File: config.mk
export PLATFORM = sky130hd
export DESIGN_NAME = sobel_param_obf
export DESIGN_NICKNAME = d
export VERILOG_FILES = /design/src/rtl/sobel_param_obf.sv
export SDC_FILE = /design/constraint.sdc
export NUM_CORES = 1
export LEC_CHECK = 0
export CAP_MARGIN = 40
export CORE_ASPECT_RATIO = 0.5
export CORE_UTILIZATION = 30
export CTS_BUF_LIST = sky130_fd_sc_hd__clkbuf_8
export CTS_CLUSTER_SIZE = 40
export DETAILED_ROUTE_END_ITERATION = 8
export GPL_TIMING_DRIVEN = 0
export PLACE_DENSITY = 0.58
export SLEW_MARGIN = 40
export SYNTH_ARGS = -nofsm -noshare
export SYNTH_HDL_FRONTEND = slang
export SYNTH_SLANG_ARGS = --single-unit
File: constraint.sdc
create_clock -name ap_clk -period 15.9 [get_ports ap_clk]
set_input_delay 4.77 -clock ap_clk [delete_from_list [all_inputs] [get_ports ap_clk]]
set_output_delay 4.77 -clock ap_clk [all_outputs]
set_load 0.01 [all_outputs]
File: src/rtl/sobel_param_obf.sv
// Key-locked Sobel edge filter with generic frame size and pixel width.
// Reads a greyscale frame through a 1-cycle-latency RAM port, computes the
// clamped Sobel magnitude per interior pixel and writes one value per location.
// A wrong key adds one extra cycle per interior pixel and XOR-corrupts every output.

module sobel_param_obf #(
  parameter int                IMG_W       = 512,
  parameter int                IMG_H       = 512,
  parameter int                PIX_W       = 8,
  parameter int                ADDR_W      = 18,
  parameter int                KEY_W       = 8,
  parameter logic [KEY_W-1:0]  CORRECT_KEY = 8'hA5
) (
  input  logic              ap_clk,
  input  logic              ap_rst_n,
  input  logic              ap_start,
  output logic              ap_done,
  output logic              ap_idle,
  output logic              ap_ready,
  input  logic [1:0]        mode,
  input  logic [PIX_W-1:0]  thresh,
  input  logic [KEY_W-1:0]  working_key,
  output logic [ADDR_W-1:0] indata_address0,
  output logic              indata_ce0,
  input  logic [PIX_W-1:0]  indata_q0,
  output logic [ADDR_W-1:0] outdata_address0,
  output logic              outdata_ce0,
  output logic              outdata_we0,
  output logic [PIX_W-1:0]  outdata_d0
);

  localparam int                AW     = PIX_W + 4;
  localparam logic [PIX_W-1:0]  MAXV   = {PIX_W{1'b1}};
  localparam logic [ADDR_W-1:0] W_A    = ADDR_W'(IMG_W);
  localparam logic [ADDR_W-1:0] X_LAST = ADDR_W'(IMG_W - 1);
  localparam logic [ADDR_W-1:0] Y_LAST = ADDR_W'(IMG_H - 1);

  typedef enum logic [2:0] {
    S_IDLE  = 3'd0,
    S_ISSUE = 3'd1,
    S_ACC   = 3'd2,
    S_DUMMY = 3'd3,
    S_WRITE = 3'd4,
    S_DONE  = 3'd5
  } state_t;

  // ---------------------------------------------------------------- helpers
  function automatic logic is_border(input logic [ADDR_W-1:0] x,
                                     input logic [ADDR_W-1:0] y);
    return (x == ADDR_W'(0)) || (x == X_LAST) || (y == ADDR_W'(0)) || (y == Y_LAST);
  endfunction

  function automatic logic [ADDR_W-1:0] pix_addr(input logic [ADDR_W-1:0] x,
                                                 input logic [ADDR_W-1:0] y);
    return y * W_A + x;
  endfunction

  // Tap (row,col) in 0..2 maps to neighbour (x+col-1, y+row-1); only used on
  // interior pixels so the modular arithmetic never wraps.
  function automatic logic [ADDR_W-1:0] tap_addr(input logic [ADDR_W-1:0] x,
                                                 input logic [ADDR_W-1:0] y,
                                                 input logic [1:0]        row,
                                                 input logic [1:0]        col);
    return (y + ADDR_W'(row) - ADDR_W'(1)) * W_A + x + ADDR_W'(col) - ADDR_W'(1);
  endfunction

  // GX = [-1 0 1; -2 0 2; -1 0 1]
  function automatic logic signed [AW-1:0] coef_x(input logic [1:0] row,
                                                  input logic [1:0] col);
    logic signed [AW-1:0] w;
    w = (row == 2'd1) ? AW'(2) : AW'(1);
    if (col == 2'd0)      return -w;
    else if (col == 2'd2) return w;
    else                  return AW'(0);
  endfunction

  // GY = [-1 -2 -1; 0 0 0; 1 2 1]
  function automatic logic signed [AW-1:0] coef_y(input logic [1:0] row,
                                                  input logic [1:0] col);
    logic signed [AW-1:0] w;
    w = (col == 2'd1) ? AW'(2) : AW'(1);
    if (row == 2'd0)      return -w;
    else if (row == 2'd2) return w;
    else                  return AW'(0);
  endfunction

  function automatic logic [PIX_W-1:0] clamp_pix(input logic signed [AW-1:0] g);
    if (g[AW-1])                    return PIX_W'(0);
    else if (g > $signed(AW'(MAXV))) return MAXV;
    else                            return g[PIX_W-1:0];
  endfunction

  // Final pixel value from accumulators, sampled mode/threshold and lock mask.
  function automatic logic [PIX_W-1:0] pix_result(input logic [1:0]           md,
                                                  input logic [PIX_W-1:0]     th,
                                                  input logic                 kok,
                                                  input logic [PIX_W-1:0]     msk,
                                                  input logic signed [AW-1:0] gx,
                                                  input logic signed [AW-1:0] gy,
                                                  input logic                 border);
    logic [PIX_W-1:0] cx;
    logic [PIX_W-1:0] cy;
    logic [PIX_W-1:0] mag;
    logic [PIX_W-1:0] r;
    logic [PIX_W:0]   sum;
    cx  = clamp_pix(gx);
    cy  = clamp_pix(gy);
    sum = {1'b0, cx} + {1'b0, cy};
    mag = sum[PIX_W] ? MAXV : sum[PIX_W-1:0];
    if (border) begin
      r = ((md == 2'd1) || (md == 2'd2)) ? PIX_W'(0) : MAXV;
    end else begin
      case (md)
        2'd1:    r = mag;
        2'd2:    r = (mag >= th) ? MAXV : PIX_W'(0);
        default: r = ~mag;
      endcase
    end
    if (!kok) r = r ^ msk;
    else      r = r;
    return r;
  endfunction

  // ---------------------------------------------------------------- state
  state_t               state_q, state_d;
  logic [ADDR_W-1:0]    x_q, x_d, y_q, y_d;
  logic [1:0]           row_q, row_d, col_q, col_d;
  logic signed [AW-1:0] gx_q, gx_d, gy_q, gy_d;
  logic [1:0]           mode_q, mode_d;
  logic [PIX_W-1:0]     thresh_q, thresh_d;
  logic                 key_ok_q, key_ok_d;
  logic [PIX_W-1:0]     mask_q, mask_d;
  logic                 ce_q, ce_d, we_q, we_d, done_q, done_d;
  logic [ADDR_W-1:0]    in_addr_q, in_addr_d, out_addr_q, out_addr_d;
  logic [PIX_W-1:0]     dout_q, dout_d;

  logic signed [AW-1:0] q_s;
  logic [PIX_W-1:0]     key_diff_s;

  assign q_s        = $signed({4'b0000, indata_q0});
  assign key_diff_s = PIX_W'(working_key ^ CORRECT_KEY);

  // Next-state, datapath and registered-output computation.
  always_comb begin
    state_d    = state_q;
    x_d        = x_q;
    y_d        = y_q;
    row_d      = row_q;
    col_d      = col_q;
    gx_d       = gx_q;
    gy_d       = gy_q;
    mode_d     = mode_q;
    thresh_d   = thresh_q;
    key_ok_d   = key_ok_q;
    mask_d     = mask_q;
    ce_d       = 1'b0;
    we_d       = 1'b0;
    done_d     = 1'b0;
    in_addr_d  = in_addr_q;
    out_addr_d = out_addr_q;
    dout_d     = dout_q;

    case (state_q)
      S_IDLE: begin
        if (ap_start) begin
          mode_d     = mode;
          thresh_d   = thresh;
          key_ok_d   = (working_key == CORRECT_KEY);
          mask_d     = (key_diff_s == PIX_W'(0)) ? PIX_W'(1) : key_diff_s;
          x_d        = ADDR_W'(0);
          y_d        = ADDR_W'(0);
          // Pixel (0,0) is always a border pixel.
          state_d    = S_WRITE;
          we_d       = 1'b1;
          out_addr_d = ADDR_W'(0);
          dout_d     = pix_result(mode_d, thresh_d, key_ok_d, mask_d, gx_q, gy_q, 1'b1);
        end else begin
          state_d = S_IDLE;
        end
      end

      S_ISSUE: begin
        state_d = S_ACC;
      end

      S_ACC: begin
        gx_d = gx_q + q_s * coef_x(row_q, col_q);
        gy_d = gy_q + q_s * coef_y(row_q, col_q);
        if ((row_q == 2'd2) && (col_q == 2'd2)) begin
          row_d = 2'd0;
          col_d = 2'd0;
          if (!key_ok_q) begin
            state_d = S_DUMMY;
          end else begin
            state_d    = S_WRITE;
            we_d       = 1'b1;
            out_addr_d = pix_addr(x_q, y_q);
            dout_d     = pix_result(mode_q, thresh_q, key_ok_q, mask_q, gx_d, gy_d, 1'b0);
          end
        end else begin
          if (col_q == 2'd2) begin
            col_d = 2'd0;
            row_d = row_q + 2'd1;
          end else begin
            col_d = col_q + 2'd1;
          end
          state_d   = S_ISSUE;
          ce_d      = 1'b1;
          in_addr_d = tap_addr(x_q, y_q, row_d, col_d);
        end
      end

      S_DUMMY: begin
        state_d    = S_WRITE;
        we_d       = 1'b1;
        out_addr_d = pix_addr(x_q, y_q);
        dout_d     = pix_result(mode_q, thresh_q, key_ok_q, mask_q, gx_q, gy_q, 1'b0);
      end

      S_WRITE: begin
        if (x_q == X_LAST) begin
          x_d = ADDR_W'(0);
          y_d = y_q + ADDR_W'(1);
        end else begin
          x_d = x_q + ADDR_W'(1);
        end
        if ((x_q == X_LAST) && (y_q == Y_LAST)) begin
          state_d = S_DONE;
          done_d  = 1'b1;
          x_d     = ADDR_W'(0);
          y_d     = ADDR_W'(0);
        end else if (!is_border(x_d, y_d)) begin
          state_d   = S_ISSUE;
          ce_d      = 1'b1;
          gx_d      = AW'(0);
          gy_d      = AW'(0);
          row_d     = 2'd0;
          col_d     = 2'd0;
          in_addr_d = tap_addr(x_d, y_d, 2'd0, 2'd0);
        end else begin
          state_d    = S_WRITE;
          we_d       = 1'b1;
          out_addr_d = pix_addr(x_d, y_d);
          dout_d     = pix_result(mode_q, thresh_q, key_ok_q, mask_q, gx_q, gy_q, 1'b1);
        end
      end

      S_DONE: begin
        state_d = S_IDLE;
      end

      default: begin
        state_d = S_IDLE;
      end
    endcase
  end

  // State and output registers; asynchronous reset aborts any frame in flight.
  always_ff @(posedge ap_clk or negedge ap_rst_n) begin
    if (!ap_rst_n) begin
      state_q    <= S_IDLE;
      x_q        <= ADDR_W'(0);
      y_q        <= ADDR_W'(0);
      row_q      <= 2'd0;
      col_q      <= 2'd0;
      gx_q       <= AW'(0);
      gy_q       <= AW'(0);
      mode_q     <= 2'd0;
      thresh_q   <= PIX_W'(0);
      key_ok_q   <= 1'b0;
      mask_q     <= PIX_W'(0);
      ce_q       <= 1'b0;
      we_q       <= 1'b0;
      done_q     <= 1'b0;
      in_addr_q  <= ADDR_W'(0);
      out_addr_q <= ADDR_W'(0);
      dout_q     <= PIX_W'(0);
    end else begin
      state_q    <= state_d;
      x_q        <= x_d;
      y_q        <= y_d;
      row_q      <= row_d;
      col_q      <= col_d;
      gx_q       <= gx_d;
      gy_q       <= gy_d;
      mode_q     <= mode_d;
      thresh_q   <= thresh_d;
      key_ok_q   <= key_ok_d;
      mask_q     <= mask_d;
      ce_q       <= ce_d;
      we_q       <= we_d;
      done_q     <= done_d;
      in_addr_q  <= in_addr_d;
      out_addr_q <= out_addr_d;
      dout_q     <= dout_d;
    end
  end

  assign ap_done          = done_q;
  assign ap_ready         = done_q;
  assign ap_idle          = (state_q == S_IDLE) && !ap_start;
  assign indata_ce0       = ce_q;
  assign indata_address0  = in_addr_q;
  assign outdata_ce0      = we_q;
  assign outdata_we0      = we_q;
  assign outdata_address0 = out_addr_q;
  assign outdata_d0       = dout_q;

endmodule

==> reports/summary.md <==
* **largest stage delay on the critical path** 670 ps
* **most common cell in the netlist** inv_1
* **Avg Vias per Cell** 4.93
* **number of antenna violations at the first check in global routing** 0
* **sum of negative setup slack** 0 ps
* **initial drt markers** 675
* **number of max-cap violations** 0
* **horizontal die dimension** 319 µm
* **antenna viol nets, final** 0
* **maximum clock frequency** 71.1 MHz
* **count of yosys warnings during synthesis** 0
* **synth cell count leaders** inv_1, ha_1, nand2_1
* **power per cell area** 94.9 nW/µm²
* **Power Internal** 0.000899 W
* **# clock sinks** 133
* **post-CTS setup buffer count** 0
* **status** finished clean
* **share of synthesized registers carrying an async set or reset** 1.00
* **CORE AREA** 49000 µm²
* **source-to-sink clock delay at the later pin of the worst-skew pair** 500 ps
* **CTS root buffer** clkbuf_8
* **via total after detailed routing** 12600
* **Reg clk slew, reported paths** 90 ps
* **total leakage power** 8.18 nW
* **unrepaired setup endpoints after global routing** no
* **wire length per cell** 16.2 µm
* **TritonCTS clock tree** done
* **mean instance size in the synthesized netlist** 8.37 µm²
* **syn nets** 2093
* **Worst-Margin Slew** 853 ps
* **launch point of the worst hold path** outdata_address0[0]
* **number of hold buffers added after CTS** 0
* **post-synthesis cell count** 1797
* **number of placement rows** 57
* **Critical Path End Type** register
* **# diodes** 0
* **worst min path class** register to register
* **most area-hungry cell type in the Yosys netlist** dfrtp_1
* **number of enable-type register cells in the synthesized netlist** 0
* **hold path depth** 2
* **number of I/O pins** 79
* **detailed-route DRC error count** 0
* **vertical extent of the die** 160 µm
* **Worst Path Arrival** 14430 ps
* **cell types occupying the most area after synthesis** dfrtp_1, ha_1, fa_1, inv_1, xnor2_1
* **cts bufs inserted** 17
* **Max IR drop VDD** 0.0000742 V
* **deepest level of the CTS H-tree** 4
* **cell with the largest stage delay on the worst path** fa_1
* **setup skew after layout** 16.0 ps
* **GPL Wtd Cong** 0.915
* **number of nets in the finished design** 2193
* **number of storage elements in the synthesis netlist** 133
* **Hold Vio Cnt, Final** 0
* **Yosys cell types** 82
* **Sequential Power Share** 0.249
* **total setup violations reported at the end of the flow** 0
* **Hold EP** outdata_address0[0]
* **1st-pass router iterations** 5
* **cells resized by post-CTS repair** 0
* **post-detailed-placement half-perimeter wirelength** 33.1 mm
* **final core occ** 0.350
* **type of the setup path with the least slack** primary input to register
* **Worst R2R Path Depth** 36
* **net switching power** 0.000730 W
* **final worst path period share** 0.884
* **clock period minus worst slack** 14060 ps
* **gr usage total** 0.165
* **source of the worst register-to-register timing path** row_q[0]
* **area fraction of the dominant cell type after synthesis** 0.221
* **slack of the worst reg-to-reg path** 5460 ps
* **clock group share of total power** 0.190
* **worst-case headroom to the max-slew limit** 0.431
* **largest net degree at the start of global routing** 63
* **global-route wire length before repair** 66.9 mm
* **area of the mapped netlist** 15000 µm²
* **signed area change from the synthesized netlist to the final layout** 14.0%
* **number of port buffers** 78
* **crit-path most repeated cell** fa_1
* **initial standard-cell utilization of the core** 0.307
* **destination of the worst register-to-register timing path** outdata_d0[4]
* **wirelength, routed** 41.6 mm
* **buffer levels on the longest clock path** 2
* **Sw Ratio** 0.448
* **final-report max-slew violation count** 0
* **ratio of cells with drive above 1 in the final layout** 0.0555
* **area enclosed by the die boundary** 51100 µm²
* **part of the Yosys area used for sequential elements** 0.221
* **startpoint type of the worst setup path** primary input
* **vias in the first global route** 12300
* **Post-synth top flop** dfrtp_1
* **required time reported for the critical path endpoint** 16260 ps
* **combinational power share** 0.561
* **largest fanout on the critical path** 9
* **overflow left after global routing** 0
==> cell type report <==
| class | instances | area [µm²] |
|---|---|---|
| fill | 5062 | 31800 |
| multi-input combinational | 1330 | 10500 |
| sequential | 133 | 3330 |
| inverter | 275 | 1030 |
| timing repair buffer | 81 | 852 |
| tap | 649 | 812 |
| buffer | 59 | 282 |
| clock buffer | 18 | 248 |
| clock inverter | 14 | 154 |
==> flip-flops by register name, indices dropped and copies added (netlist names), 3 cells and up <==
signal            cells
outdata_d0            8
x_q                  18
gx_q                 12
thresh_q              8
state_q               3
mask_q                8
y_q                  18
outdata_address0     18
gy_q                 12
indata_address0      18
==> worst max-delay path: cells and delay by family <==
kind                     cells  cell delay, ps
AO/OA/AOI/OAI               16            3510
buffers and inverters        6            1000
XOR/XNOR                     1             640
adder cells (fa/ha/maj)      9            4080
AND/OR/NAND/NOR              2             410
==> cell families (layout without fill, tap and decap cells) <==
family / count (synthesis) / after routing / share of synthesized area
XOR/XNOR: 134 / 134 / 0.0789
adder cells (fa/ha/maj): 267 / 267 / 0.256
buffers and inverters: 334 / 447 / 0.0872
AND/OR/NAND/NOR: 486 / 486 / 0.158
AO/OA/AOI/OAI: 409 / 409 / 0.173
flip-flops: 133 / 133 / 0.221
multiplexers: 34 / 34 / 0.0248
==> power groups by stage <==
| stage | Sequential [W] | Combinational [W] | Clock [W] |
|---|---|---|---|
| after floorplan | 0.000406 | 0.000668 | 0 |
| after global placement | 0.000415 | 0.000882 | 0 |
| after detailed placement | 0.000414 | 0.000896 | 0 |
| after CTS | 0.000407 | 0.000906 | 0.000318 |
| after global routing | 0.000411 | 0.00103 | 0.000335 |
| final | 0.000406 | 0.000913 | 0.000310 |
==> placed cells by master (no fill, tap or decap), drive strengths merged, types with 11 or more instances in the layout <==
master and count:
or3 18, nand4 14, a211oi 17, nor2 113, nor4 14, ha 198
dfrtp 133, nand2 157, o21ai 131, a22oi 11, inv 278, nor3 37
a21o 32, clkbuf 54, nor2b 13, mux2 26, a31oi 13, xnor2 93
a22o 15, clkdlybuf4s50 77, nand2b 18, a21oi 111, and2 39, buf 27
nand3 32, fa 69, xor2 40
==> worst max path at each step <==
stage	from	endpoint	slack (ps)
floorplan	indata_q0[0]	outdata_d0[2]	3180
global placement	indata_q0[0]	outdata_d0[2]	1320
detailed placement	indata_q0[0]	outdata_d0[2]	1280
CTS	indata_q0[0]	outdata_d0[2]	1780
global route	indata_q0[0]	outdata_d0[2]	1200
finish	indata_q0[0]	outdata_d0[4]	1840
==> layer usage <==
| layer | part of all wire | track usage |
|---|---|---|
| met5 | 0 | 0 |
| met3 | 0.040 | 0.0298 |
| met4 | 0.022 | 0.0437 |
| met2 | 0.45 | 0.268 |
| met1 | 0.48 | 0.225 |
==> stage by stage <==
step,cells,setup WS [ps],power [W],area [µm²],hold WS [ps]
3_3_place_gp,2524,1320,0.00130,16600,456
4_1_cts,2558,1780,0.00163,17100,493
5_1_grt,2559,1200,0.00178,17200,507
6_report,2559,1840,0.00163,17200,488
3_5_place_dp,2526,1280,0.00131,16700,473
2_1_floorplan,1797,3180,0.00107,15000,441
Note: power is estimated with default switching activity, not from simulation.
